$ cat config.mk
export PLATFORM = sky130hd
export DESIGN_NAME = ball_ctrl_flat
export DESIGN_NICKNAME = d
export VERILOG_FILES = /design/src/rtl/ball_ctrl_pkg.sv /design/src/rtl/ball_ctrl_if.sv /design/src/rtl/ball_ctrl_btn_event.sv /design/src/rtl/ball_ctrl.sv /design/src/flat_wrapper.sv
export SDC_FILE = /design/constraint.sdc
export NUM_CORES = 1
export LEC_CHECK = 0
export CAP_MARGIN = 10
export CORE_ASPECT_RATIO = 0.6
export CORE_MARGIN = 1.5
export CORE_UTILIZATION = 50
export CTS_CLUSTER_DIAMETER = 150
export DETAILED_ROUTE_END_ITERATION = 8
export GPL_TIMING_DRIVEN = 0
export PLACE_DENSITY_LB_ADDON = 0.25
export SLEW_MARGIN = 20
export SYNTH_ARGS = -nofsm -noshare
export SYNTH_HDL_FRONTEND = slang
export SYNTH_SLANG_ARGS = --single-unit
$ cat constraint.sdc
create_clock -name clk -period 9.55 [get_ports clk]
set_clock_uncertainty 0.2 [all_clocks]
set_input_delay 0.955 -clock clk [delete_from_list [all_inputs] [get_ports clk]]
set_output_delay 0.955 -clock clk [all_outputs]
set_load 0.005 [all_outputs]
$ cat src/rtl/ball_ctrl_pkg.sv
// Shared types, constants and the per-axis bounce rule
// for the ball controller.
package ball_ctrl_pkg;

  typedef enum logic [1:0] {
    WAIT,
    UPD_X,
    UPD_Y,
    APPLY
  } state_t;

  localparam logic [1:0] COLOR_RED   = 2'd1;
  localparam logic [1:0] COLOR_GREEN = 2'd2;
  localparam logic [1:0] COLOR_BLUE  = 2'd3;

  localparam int RADIUS_SCALE  = 5;
  localparam int H_VISIBLE_DEF = 800;
  localparam int V_VISIBLE_DEF = 600;

  typedef struct packed {
    logic [10:0] pos;
    logic        flip;
  } axis_t;

  // One axis step: fwd means increasing coordinate.
  // hold only clamps an overlapping ball, never flips.
  function automatic axis_t axis_next(
    input logic [11:0] pos,
    input logic [11:0] r,
    input logic        fwd,
    input logic        hold,
    input logic [11:0] top,
    input logic [11:0] step
  );
    axis_t       a;
    logic [11:0] np;
    a.flip = 1'b0;
    a.pos  = pos[10:0];
    np     = pos + step;
    if (hold) begin
      if (pos + r > top) begin
        a.pos = 11'(top - r);
      end else if (pos < r) begin
        a.pos = r[10:0];
      end
    end else if (fwd) begin
      if (np + r > top) begin
        a.pos  = 11'(top - r);
        a.flip = 1'b1;
      end else begin
        a.pos = np[10:0];
      end
    end else begin
      if (pos < r + step) begin
        a.pos  = r[10:0];
        a.flip = 1'b1;
      end else begin
        a.pos = 11'(pos - step);
      end
    end
    return a;
  endfunction

endpackage

$ cat src/rtl/ball_ctrl_if.sv
// VGA timing, buttons and ball attributes between
// the display side and the ball controller.
interface ball_ctrl_if;
  logic [10:0] vcounter;
  logic [11:0] hcounter;
  logic        btn_color;
  logic        btn_size;
  logic        btn_pause;
  logic [10:0] ball_x;
  logic [10:0] ball_y;
  logic [1:0]  color;
  logic [2:0]  radius;

  modport master (
    output vcounter, hcounter,
    output btn_color, btn_size, btn_pause,
    input  ball_x, ball_y, color, radius
  );

  modport slave (
    input  vcounter, hcounter,
    input  btn_color, btn_size, btn_pause,
    output ball_x, ball_y, color, radius
  );
endinterface

$ cat src/rtl/ball_ctrl_btn_event.sv
// Rising-edge detector with a sticky pending flag;
// an edge in the clearing cycle survives the clear.
module btn_event (
  input  logic clk,
  input  logic rst,
  input  logic btn,
  input  logic clr,
  output logic pending
);
  logic prev;
  logic rise;

  assign rise = btn & ~prev;

  // Track button history and latch edges until cleared.
  always_ff @(posedge clk) begin
    if (rst) begin
      prev    <= 1'b0;
      pending <= 1'b0;
    end else begin
      prev    <= btn;
      pending <= rise | (pending & ~clr);
    end
  end
endmodule

$ cat src/rtl/ball_ctrl.sv
// Ball position/attribute controller, updated once
// per frame during vertical blank.
module ball_ctrl
  import ball_ctrl_pkg::*;
#(
  parameter int H_VISIBLE = H_VISIBLE_DEF,
  parameter int V_VISIBLE = V_VISIBLE_DEF,
  parameter int STEP      = 2
) (
  input logic       clk,
  input logic       rst,
  ball_ctrl_if.slave bus
);
  state_t state_q;
  state_t state_d;

  logic        match;
  logic        match_q;
  logic        tick;
  logic        do_x;
  logic        do_y;
  logic        do_apply;
  logic [10:0] x_q;
  logic [10:0] y_q;
  logic        dir_x;
  logic        dir_y;
  logic        paused;
  logic [1:0]  color_q;
  logic [2:0]  radius_q;
  logic [5:0]  r6;
  logic        pend_c;
  logic        pend_s;
  logic        pend_p;
  axis_t       ax;
  axis_t       ay;

  assign match = (bus.vcounter == 11'(V_VISIBLE))
              && (bus.hcounter == 12'd0);
  assign tick  = match & ~match_q;

  // Remember the match so a held counter ticks once.
  always_ff @(posedge clk) begin
    if (rst) match_q <= 1'b0;
    else     match_q <= match;
  end

  // FSM state register.
  always_ff @(posedge clk) begin
    if (rst) state_q <= WAIT;
    else     state_q <= state_d;
  end

  // FSM next state: tick starts a fixed 3-step walk.
  always_comb begin
    state_d = state_q;
    unique case (state_q)
      WAIT:    if (tick) state_d = UPD_X;
      UPD_X:   state_d = UPD_Y;
      UPD_Y:   state_d = APPLY;
      APPLY:   state_d = WAIT;
      default: state_d = WAIT;
    endcase
  end

  // FSM outputs: one update strobe per state.
  always_comb begin
    do_x     = 1'b0;
    do_y     = 1'b0;
    do_apply = 1'b0;
    unique case (state_q)
      UPD_X:   do_x     = 1'b1;
      UPD_Y:   do_y     = 1'b1;
      APPLY:   do_apply = 1'b1;
      default: ;
    endcase
  end

  btn_event u_color (
    .clk(clk), .rst(rst), .btn(bus.btn_color),
    .clr(do_apply), .pending(pend_c)
  );
  btn_event u_size (
    .clk(clk), .rst(rst), .btn(bus.btn_size),
    .clr(do_apply), .pending(pend_s)
  );
  btn_event u_pause (
    .clk(clk), .rst(rst), .btn(bus.btn_pause),
    .clr(do_apply), .pending(pend_p)
  );

  assign r6 = 6'(radius_q * RADIUS_SCALE);

  assign ax = axis_next({1'b0, x_q}, {6'd0, r6},
                        dir_x, paused,
                        12'(H_VISIBLE - 1), 12'(STEP));
  assign ay = axis_next({1'b0, y_q}, {6'd0, r6},
                        dir_y, paused,
                        12'(V_VISIBLE - 1), 12'(STEP));

  // Ball state: move x, then y, then apply buttons.
  always_ff @(posedge clk) begin
    if (rst) begin
      x_q      <= 11'(H_VISIBLE / 2);
      y_q      <= 11'(V_VISIBLE / 2);
      dir_x    <= 1'b1;
      dir_y    <= 1'b1;
      paused   <= 1'b0;
      color_q  <= COLOR_RED;
      radius_q <= 3'd1;
    end else begin
      if (do_x) begin
        x_q <= ax.pos;
        if (ax.flip) dir_x <= ~dir_x;
      end
      if (do_y) begin
        y_q <= ay.pos;
        if (ay.flip) dir_y <= ~dir_y;
      end
      if (do_apply) begin
        if (pend_c)
          color_q <= (color_q == COLOR_BLUE) ?
                     COLOR_RED : color_q + 2'd1;
        if (pend_s)
          radius_q <= (radius_q == 3'd7) ?
                      3'd1 : radius_q + 3'd1;
        if (pend_p) paused <= ~paused;
      end
    end
  end

  assign bus.ball_x = x_q;
  assign bus.ball_y = y_q;
  assign bus.color  = color_q;
  assign bus.radius = radius_q;
endmodule

$ cat src/flat_wrapper.sv
// flat-port wrapper written by rule: the top's interface ports become plain ports
module ball_ctrl_flat import ball_ctrl_pkg::*;
#(
  parameter int H_VISIBLE = H_VISIBLE_DEF,
  parameter int V_VISIBLE = V_VISIBLE_DEF,
  parameter int STEP      = 2
)
  (clk, rst, bus_vcounter, bus_hcounter, bus_btn_color, bus_btn_size, bus_btn_pause, bus_ball_x, bus_ball_y, bus_color, bus_radius);
  ball_ctrl_if bus_i ();
  input logic clk;
  input logic rst;
  input wire logic [$bits(bus_i.vcounter)-1:0] bus_vcounter;
  input wire logic [$bits(bus_i.hcounter)-1:0] bus_hcounter;
  input wire logic [$bits(bus_i.btn_color)-1:0] bus_btn_color;
  input wire logic [$bits(bus_i.btn_size)-1:0] bus_btn_size;
  input wire logic [$bits(bus_i.btn_pause)-1:0] bus_btn_pause;
  output wire logic [$bits(bus_i.ball_x)-1:0] bus_ball_x;
  output wire logic [$bits(bus_i.ball_y)-1:0] bus_ball_y;
  output wire logic [$bits(bus_i.color)-1:0] bus_color;
  output wire logic [$bits(bus_i.radius)-1:0] bus_radius;
  assign bus_i.vcounter = bus_vcounter;
  assign bus_i.hcounter = bus_hcounter;
  assign bus_i.btn_color = bus_btn_color;
  assign bus_i.btn_size = bus_btn_size;
  assign bus_i.btn_pause = bus_btn_pause;
  assign bus_ball_x = bus_i.ball_x;
  assign bus_ball_y = bus_i.ball_y;
  assign bus_color = bus_i.color;
  assign bus_radius = bus_i.radius;
  ball_ctrl #(.H_VISIBLE(H_VISIBLE), .V_VISIBLE(V_VISIBLE), .STEP(STEP)) u_core (.clk(clk), .rst(rst), .bus(bus_i));
endmodule
# After elaboration in Yosys (flattened, before gate mapping)
# Cells that the tools add are included.
# classes
bitwise,18
n_eq_ne,9
order_cmp,8
muxes,25
n_addsub,13
n_reduce_logical,10
mul,1
# op_table
op,count
$mux W11,10
$gt A12 B10 Y1 const B,4
$add A11 B2 Y12 const B,2
$add A11 B6 Y12,2
$add A12 B6 Y12,2
$lt A11 B12 Y1,2
$mux W12,2
$lt A11 B6 Y1,2
$sub A10 B6 Y11 const A,2
$sub A11 B2 Y11 const B,2
$reduce_and A2 Y1,7
$logic_not A12 Y1,1
$eq A11 B10 Y1 const B,1
$mux W1,9
$not A1 Y1,8
$pmux W2 S4,1
$add A6 B2 Y7 const B,1
$and A1 B1 Y1,7
$eq A2 B2 Y1 const B,3
$mul A3 B3 Y6 const B,1
$ne A3 B3 Y1 const B,2
$mux W2,2
$add A3 B1 Y3 const B,1
$eq A3 B3 Y1 const B,1
7 further kinds,9
# word_totals
word_cells,99
output_inout_bits,27
register_bits,39

# Longest topological paths before layout
# Gate-level depths: netlist (run 1).
# depth
ltp_word,7
mapped_depth,16
ltp_nobuf,14

# Modules after synthesis
# From an unflattened synthesis (run 1), not the netlist that was laid out.
# unflattened
cells_unflattened,731
hier_area_um2,5485.3
# by_module_without_submodules
module,cells_per_inst,area_per_inst_um2,instances
ball_ctrl,713,5282.6,1
btn_event,6,67.6,3

# Least setup slack after synthesis (run 1)
# OpenSTA, ideal clock, no wires.
# synth_path
path_kind,flip-flop to flip-flop
from,register u_core.radius_q[0] (netlist: u_core.bus.radius[0])
to,register u_core.x_q[5] (netlist: u_core.bus.ball_x[5])
path_stages_with_launch,15
period_less_slack_ns,4.166
setup_slack_ns,5.384
setup_ns,0.082
path_buffers,0
arrival_ns,3.884
path_cell_list,dfxtp_1 ha_1 ha_1 ha_1 inv_1 ha_1 inv_1 a21o_1 a31oi_1 mux2i_1 o22a_1 o31ai_4 o31ai_1 or4_1 o221ai_1
# synth_between
elab_chain_cells,6
elab_cells_between_ends,17
cone_classes,4 x add/sub; 1 x mul; 4 x order compare; 1 x eq/ne; 6 x mux; 1 x reduce/logical
# synth_lines
element,line_no,text
start: declaration,ball_ctrl.sv:29,logic [2:0] radius_q;
start signal: assignment,ball_ctrl.sv:124,radius_q <= (radius_q == 3'd7) ?
$mul A3 B3 Y6 (*),ball_ctrl.sv:91,assign r6 = 6'(radius_q * RADIUS_SCALE);
$add A12 B6 Y12 / $add A6 B2 Y7 (equally long branches),"ball_ctrl_pkg.sv:47, ball_ctrl_pkg.sv:54",
$gt A12 B10 Y1 / $lt A11 B12 Y1 (equally long branches),"ball_ctrl_pkg.sv:47, ball_ctrl_pkg.sv:54",
$mux W11 (on tied branches),"ball_ctrl_pkg.sv:47, ball_ctrl_pkg.sv:54",
$mux W12,ball_ctrl_pkg.sv:46,end else if (fwd) begin
$mux W11,ball_ctrl_pkg.sv:40,if (hold) begin
end signal: assignment,ball_ctrl.sv:103,x_q <= 11'(H_VISIBLE / 2);
end signal: assignment,ball_ctrl.sv:112,x_q <= ax.pos;
end: declaration,ball_ctrl.sv:23,logic [10:0] x_q;
# Every way passes the cells marked *; elsewhere a longest branch is shown, timed or not. The select of a mux whose other input is x is not followed.
# A chain may end at the register's enable or synchronous reset.

# Final worst setup path (run 1)
# layout_path
from,register u_core.radius_q[0] (netlist: u_core.bus.radius[0])
to,register u_core.y_q[7] (netlist: u_core.bus.ball_y[7])
# layout_between
elab_chain_cells,6
elab_cells_between_ends,16
cone_classes,4 x add/sub; 1 x mul; 4 x order compare; 1 x eq/ne; 5 x mux; 1 x reduce/logical
# layout_lines
element,line_no,text
$mul A3 B3 Y6 (*),ball_ctrl.sv:91,
$add A12 B6 Y12 / $add A6 B2 Y7 (equally long branches),"ball_ctrl_pkg.sv:47, ball_ctrl_pkg.sv:54",
$gt A12 B10 Y1 / $lt A11 B12 Y1 (equally long branches),"ball_ctrl_pkg.sv:47, ball_ctrl_pkg.sv:54",
$mux W11 (on tied branches),"ball_ctrl_pkg.sv:47, ball_ctrl_pkg.sv:54",
$mux W12,ball_ctrl_pkg.sv:46,
$mux W11,ball_ctrl_pkg.sv:40,
end signal: assignment,ball_ctrl.sv:104,y_q <= 11'(V_VISIBLE / 2);
end signal: assignment,ball_ctrl.sv:116,y_q <= ay.pos;
end: declaration,ball_ctrl.sv:24,logic [10:0] y_q;
# Every way passes the cells marked *; elsewhere a longest branch is shown, timed or not.

==> results by group, run 1 <==
Status
  – Run status: complete, no violations

Detailed routing
  – Final ANT Viol Nets: 0
  – Drt drc: 0
  – DR WL/cell: between 20 and 25 µm
  – WL final: approximately 20 mm
  – TritonRoute pass-1 iters: 6
  – Vias: 6,162
  – Vias per cell: approximately 6.7
  – Initial DRC count: 897

Floorplanning
  – Starting Density: 51.26%
  – Die W: between 100 and 150 µm
  – # rows: 29
  – Die area: 11,480 µm²
  – Die H: 83.60 µm
  – IO Pins: between 50 and 60
  – Core area: around 11,000 µm²

Yosys
  – Post-Syn Instances: ~720
  – Async set or reset register ratio after synthesis: 0%
  – Share of the synthesized area in the top cell type: between 10% and 20%
  – Synth Net Count: just over 800
  – Part of the Yosys area used for sequential elements: about 14%
  – Top FF cell, synth: dfxtp_1
  – Syn avg cell area: 7.497 µm²
  – Most numerous cell in the Yosys netlist: ha_1
  – Post-synthesis instance area: 5413 µm²
  – Area leader, netlist: dfxtp_1
  – EDFF count, synth: 0
  – Post-synth top cells: ha_1, nand2_1, nor2_1, a21oi_1, dfxtp_1
  – FF+latch count, synth: 39
  – Netlist cell types: between 80 and 90
  – Ys Warns: 0
  – Ranking of synthesized cells by area: dfxtp_1, ha_1, a21oi_1, xnor2_1, nand2_1

Power
  – VDD IR max: 108.5 µV
  – Pwr/cell area: between 100 and 150 nW/µm²
  – Combinational power share: between 40% and 50%
  – Leak: 2.390 nW
  – Clock power frac: roughly a quarter
  – Power Total: between 0.7 and 0.8 mW
  – Sw Pwr: ~0.3 mW
  – P_int: between 0.4 and 0.5 mW
  – Switching share of power: a little over two fifths
  – Seq pwr share: between 20% and 30%

Setup path
  – Critical Path Start Type: flip-flop
  – Crit path buffers/inverters: 2
  – CP Data Required Time: 9.53 ns
  – Setup CP Type: reg2reg
  – Critical path's top delay family: compound AO/OA/AOI/OAI gates
  – WP data arrival: 5.80 ns
  – Critical-path top delay cell: dfxtp_1
  – Critical path, cell by cell: ha_1 -> ha_1 -> ha_1 -> inv_1 -> ha_1 -> clkbuf_1 -> nor2_1 -> o32ai_1 -> a211oi_1 -> o32ai_1 -> o21ai_1 -> o21ai_1 -> or3_1 -> nor4b_1
  – CP dominant cell by count: ha_1
  – Crit-path max FO: 12
  – Worst setup EP type: flip-flop
  – Critical path's largest stage delay: roughly 0.73 ns

Cells and area
  – Area of the multi-input gates: approximately 4300 µm²
  – Reg area: around 780 µm²
  – Area growth syn-to-layout: 16.07%
  – Fillers: 971
  – Layout cells sized above 1: a little over 7%
  – Diode count: 0
  – Fin util: 59.50%
  – Final #Nets: just under 900

CTS
  – Worst-Skew Late Latency: between 0.2 and 0.3 ns
  – Post-CTS Resized: 0
  – Postcts setup bufs: 0
  – CTS tree: yes
  – CTS clk-pin slew, worst paths: approximately 0.06 ns
  – Clock sinks: 39
  – Max clock buf depth: 2
  – CTS root buf: clkbuf_16
  – Post-CTS Hold Fix Bufs: 0
  – CTS buffer count: 5
  – CTS H-tree lvls: 2

GRT
  – Global-route usage over all layers: about 34%
  – First-pass GRT wire length: around 31 mm
  – Grt total ovfl: 0
  – Vias in the first global route: 5,721
  – Antenna violations before repair: 0
  – Largest net degree at the start of global routing: 15

STA
  – Final Hold Vio Count: 0
  – Final setup fails: 0
  – Period utilisation layout: 60.98%
  – Setup repair after global routing missed its margin: false
  – Final Max Slew Viols: 0
  – Slew at the pin with the worst max-slew slack: ~1.0 ns
  – Achievable Freq: between 150 and 200 MHz
  – Worst hold slack: roughly 0.28 ns
  – Final setup TNS: 0 ns
  – Tmin final: slightly below 6 ns
  – Max-slew headroom: between 30% and 40%

Min path
  – Worst Hold Class: reg2reg

Place
  – Number of port buffers: between 50 and 60
  – Gpl congestion: 0.9881
  – Dpl hpwl: 15.11 mm

Job
  – Max Cap Viol: 0
-- power by group through the flow --
| stage | Combinational [mW] | Sequential (mW) | Clock [mW] |
|---|---|---|---|
| finish | 0.333 | 0.201 | 0.174 |
| global route | 0.364 | 0.201 | 0.179 |
| CTS | 0.319 | 0.199 | 0.175 |
| detailed placement | 0.317 | 0.203 | 0 |
| global placement | 0.313 | 0.202 | 0 |
| floorplan | 0.215 | 0.196 | 0 |
-- per-layer routing --
| layer | vias to the layer above | wire, µm | GRT usage, % |
|---|---|---|---|
| met4 | 0 | 259 | 6.507 |
| met5 | - | 0 | 0 |
| met2 | 415 | 7248 | 45.04 |
| met1 | 2897 | 9386 | 53.99 |
| met3 | 37 | 2616 | 10.08 |
| li1 | 2813 | - | - |
-- final cells by class --
cell class,count,area share [%]
buffer,42,3.605
clock buffer,5,1.992
clock inverter,3,0.3784
inverter,39,2.330
multi-input combinational,602,68.05
sequential,39,12.43
tap,139,2.768
timing repair buffer,53,8.445
-- through the flow --
step                      cells  instance area, µm²  worst slack (ns)
final                       922                6282             3.726
after global routing        922                6282             3.427
after CTS                   922                6271             3.926
after detailed placement    914                6122             4.009
after global placement      914                6117             4.040
after floorplan             722                5413             5.384
-- cell usage in the layout, fill, tap and decap left out, drive strengths merged, types with 9 or more instances in the layout --
cell           netlist  routed
a21oi               53      53
nor2                59      59
clkbuf              23      28
nand2b              14      14
nor3                18      18
nor4                 9       9
xnor2               26      26
inv                 38      39
a31oi               10      10
dfxtp               39      39
buf                 19      19
nand3               26      26
o21ai               39      39
nor2b               14      14
clkdlybuf4s50        0      53
a21o                 9       9
o211ai              13      13
ha                  61      61
o31ai               11      11
nand2               58      58
xor2                11      11
or3                  9       9
a211oi              16      16
-- cells by family after synthesis --
group	Yosys count	synth area share, %
XOR/XNOR	38	6.426
adder cells (fa/ha/maj)	66	15.95
flip-flops	39	14.42
multiplexers	10	1.942
buffers and inverters	81	6.888
AO/OA/AOI/OAI	228	29.52
AND/OR/NAND/NOR	260	24.85
-- worst paths after layout --
path	startpoint	end	slack, ns	cells past startpoint
setup / recovery	u_core.bus.radius[0]	u_core.bus.ball_y[7]	3.73	14
hold / removal	u_core.u_pause.pending	u_core.u_pause.pending	0.28	2
setup reg to reg	u_core.bus.radius[0]	u_core.bus.ball_y[7]	3.73	14
hold reg to reg	u_core.u_pause.pending	u_core.u_pause.pending	0.28	2
-- registers in the layout, summed over array words and instances, names as in the netlist, 2 cells and up --
signal and flops:
u_core.bus.color 2, u_core.bus.radius 3, u_core.state_q 2, u_core.bus.ball_y 11, u_core.bus.ball_x 11
-- worst reg2reg max path: cells and delay by family (launching register included) --
family / cells / cell delay [ns]
buffers and inverters: 2 / 0.76
AND/OR/NAND/NOR: 3 / 0.62
adder cells (fa/ha/maj): 4 / 1.55
AO/OA/AOI/OAI: 5 / 1.87
flip-flops: 1 / 0.73
Note: power is estimated with default switching activity, not from simulation.
==> run 2: changes to the inputs <==
- clock period: 9.55 -> 5.6 ns (I/O delays scaled with it)
==> run 2 against run 1 <==
  * Sequential share of layout area about the same
  * Final cell count unchanged
  * Final area up 0.12%
  * Sequential power up 70%
  * Die area unchanged
  * Critical path depth down 1
  * Worst setup slack worse by 3.4 ns
  * Clock-buffer cell count unchanged
  * Hold slack about the same
  * Register-to-register slack worse by 3.4 ns
  * Critical endpoint is now u_core.bus.ball_y[5]
  * Largest cell class unchanged
==> results by group, run 2 (synthesized netlist as in run 1, its figures left out) <==
Status
  – Run status: complete, no violations

STA
  – Tmin final: 5.276 ns
  – Setup repair after global routing missed its margin: false
  – Final Max Slew Viols: 0
  – Final setup TNS: 0 ns
  – Achievable Freq: roughly 190 MHz
  – Final setup fails: 0
  – Final Hold Vio Count: 0
  – Period utilisation layout: between 90% and 100%
  – Max-slew headroom: 31.20%
  – Slew at the pin with the worst max-slew slack: approximately 1 ns

Floorplanning
  – Die W: roughly 140 µm
  – # rows: 29
  – Core area: approximately 11,000 µm²
  – Starting Density: approximately half
  – IO Pins: 55
  – Die H: 83.60 µm
  – Die area: between 10,000 and 15,000 µm²

CTS
  – Post-CTS Hold Fix Bufs: 0
  – CTS buffer count: 5
  – Postcts setup bufs: 0
  – Worst-Skew Late Latency: approximately 0.29 ns
  – Post-CTS Resized: 1
  – CTS H-tree lvls: 2
  – CTS root buf: clkbuf_16
  – CTS clk-pin slew, worst paths: ~0.060 ns
  – CTS tree: yes
  – Max clock buf depth: 2
  – Clock sinks: 39

Cells and area
  – Fin util: 59.57%
  – Commonest non-fill, non-tap cells in the layout: ha_1, nor2_1, nand2_1
  – Commonest non-fill, non-tap cell in the layout: ha_1
  – Area growth syn-to-layout: 16.20%
  – Layout cells sized above 1: 7.663%
  – Final #Nets: around 900
  – Diode count: 0

Power
  – Pwr/cell area: 191.9 nW/µm²
  – VDD IR max: around 180 µV
  – Leak: roughly 2.4 nW

Min path
  – Worst Hold Class: reg2reg
  – Hold EP: u_core.u_pause.pending
  – Cells on Worst Hold Path: 2
  – Min-delay src: u_core.u_pause.pending

Detailed routing
  – Final ANT Viol Nets: 0
  – WL final: around 20 mm
  – Drt drc: 0
  – Vias per cell: roughly 6.7
  – Initial DRC count: just under 900
  – TritonRoute pass-1 iters: 6
  – DR WL/cell: 21.16 µm
  – Vias: slightly above 6,000

Setup path
  – Worst R2R Start: u_core.bus.radius[1]
  – CP Data Required Time: between 5 and 6 ns
  – Worst R2R Setup Slack: 0.32 ns
  – Setup CP Type: reg2reg
  – Worst setup EP type: flip-flop
  – WP data arrival: around 5.2 ns
  – Critical path launch point: u_core.bus.radius[1]
  – Critical Path Start Type: flip-flop
  – Crit Reg-Reg Endpoint: u_core.bus.ball_y[5]
  – R2R depth: 13
  – Crit-path max FO: 10

Place
  – Dpl hpwl: 15.11 mm
  – Gpl congestion: 0.9881
  – Number of port buffers: 53

GRT
  – Antenna violations before repair: 0
  – First-pass GRT wire length: ~31 mm
  – Largest net degree at the start of global routing: 15
  – Grt total ovfl: 0
  – Global-route usage over all layers: between 30% and 40%
  – Vias in the first global route: 5,721

Job
  – Max Cap Viol: 0
[run 2: cell types whose count changed in the layout (fill, tap and decap cells not counted)]
cell | before | now
dfxtp_1 | 39 | 38
dfxtp_2 | 0 | 1
ha_1 | 61 | 60
ha_2 | 0 | 1
o21ai_1 | 3 | 2
o21ai_2 | 0 | 1
[run 2: how the worst max path moves through the flow]
stage	to	depth (start not counted)	slack, ns
after floorplan	u_core.bus.ball_x[5]	14	1.43
after global placement	u_core.bus.ball_y[1]	13	0.09
after detailed placement	u_core.bus.ball_y[7]	14	0.06
after CTS	u_core.bus.ball_x[4]	14	0.06
after global routing	u_core.bus.ball_y[7]	14	0.20
final	u_core.bus.ball_y[5]	13	0.32
[run 2: cell type report]
class	instances	area, µm²
multi-input combinational	602	4282
sequential	39	782.0
buffer	42	226.5
clock inverter	3	23.77
timing repair buffer	53	530.5
tap	139	173.9
clock buffer	5	125.1
inverter	39	146.4
fill	973	4269
[run 2: layer usage]
layer / up-vias / part of all wire (%) / global-route usage (%)
met3: 30 / 14 / 10.08
li1: 2809 / - / -
met5: - / 0 / 0
met4: 0 / 1.2 / 6.507
met1: 2899 / 47 / 53.99
met2: 409 / 38 / 45.04
[run 2: metrics by stage]
step	instances	instance area [µm²]	setup slack [ns]	hold slack [ns]	power, mW
after detailed placement	914	6122	0.05872	0.2727	0.8862
after CTS	922	6275	0.05745	0.2832	1.182
after global placement	914	6117	0.09016	0.2596	0.8782
after floorplan	722	5413	1.434	0.2500	0.7008
after global routing	922	6290	0.2029	0.3146	1.270
final	922	6290	0.3236	0.2803	1.207
[run 2: power breakdown]
part / switching [mW] / internal (mW) / total (mW) / leakage (nW)
combinational: 0.344 / 0.224 / 0.568 / 2.00
clock: 0.130 / 0.167 / 0.296 / 0.0664
sequential: 0.0392 / 0.303 / 0.342 / 0.316
total: 0.513 / 0.694 / 1.21 / 2.39
[run 2: worst max-delay path, stage by stage (launching register included)]
cell,delay [ns]
dfxtp_1,0.67
ha_1,0.33
ha_2,0.41
ha_1,0.41
a21o_1,0.22
a21o_1,0.20
a21o_1,0.20
a32oi_1,0.26
o32ai_1,0.12
o31ai_1,0.84
buf_6,0.25
mux2_1,0.35
a2111oi_0,0.57
a21oi_1,0.07
==> run 3: changes to the inputs <==
- CAP_MARGIN: 10 -> 0
- CTS_CLUSTER_DIAMETER: 150 -> 100
==> results of run 3 <==
Final layout, timing and power as in run 2 (identical DEF).
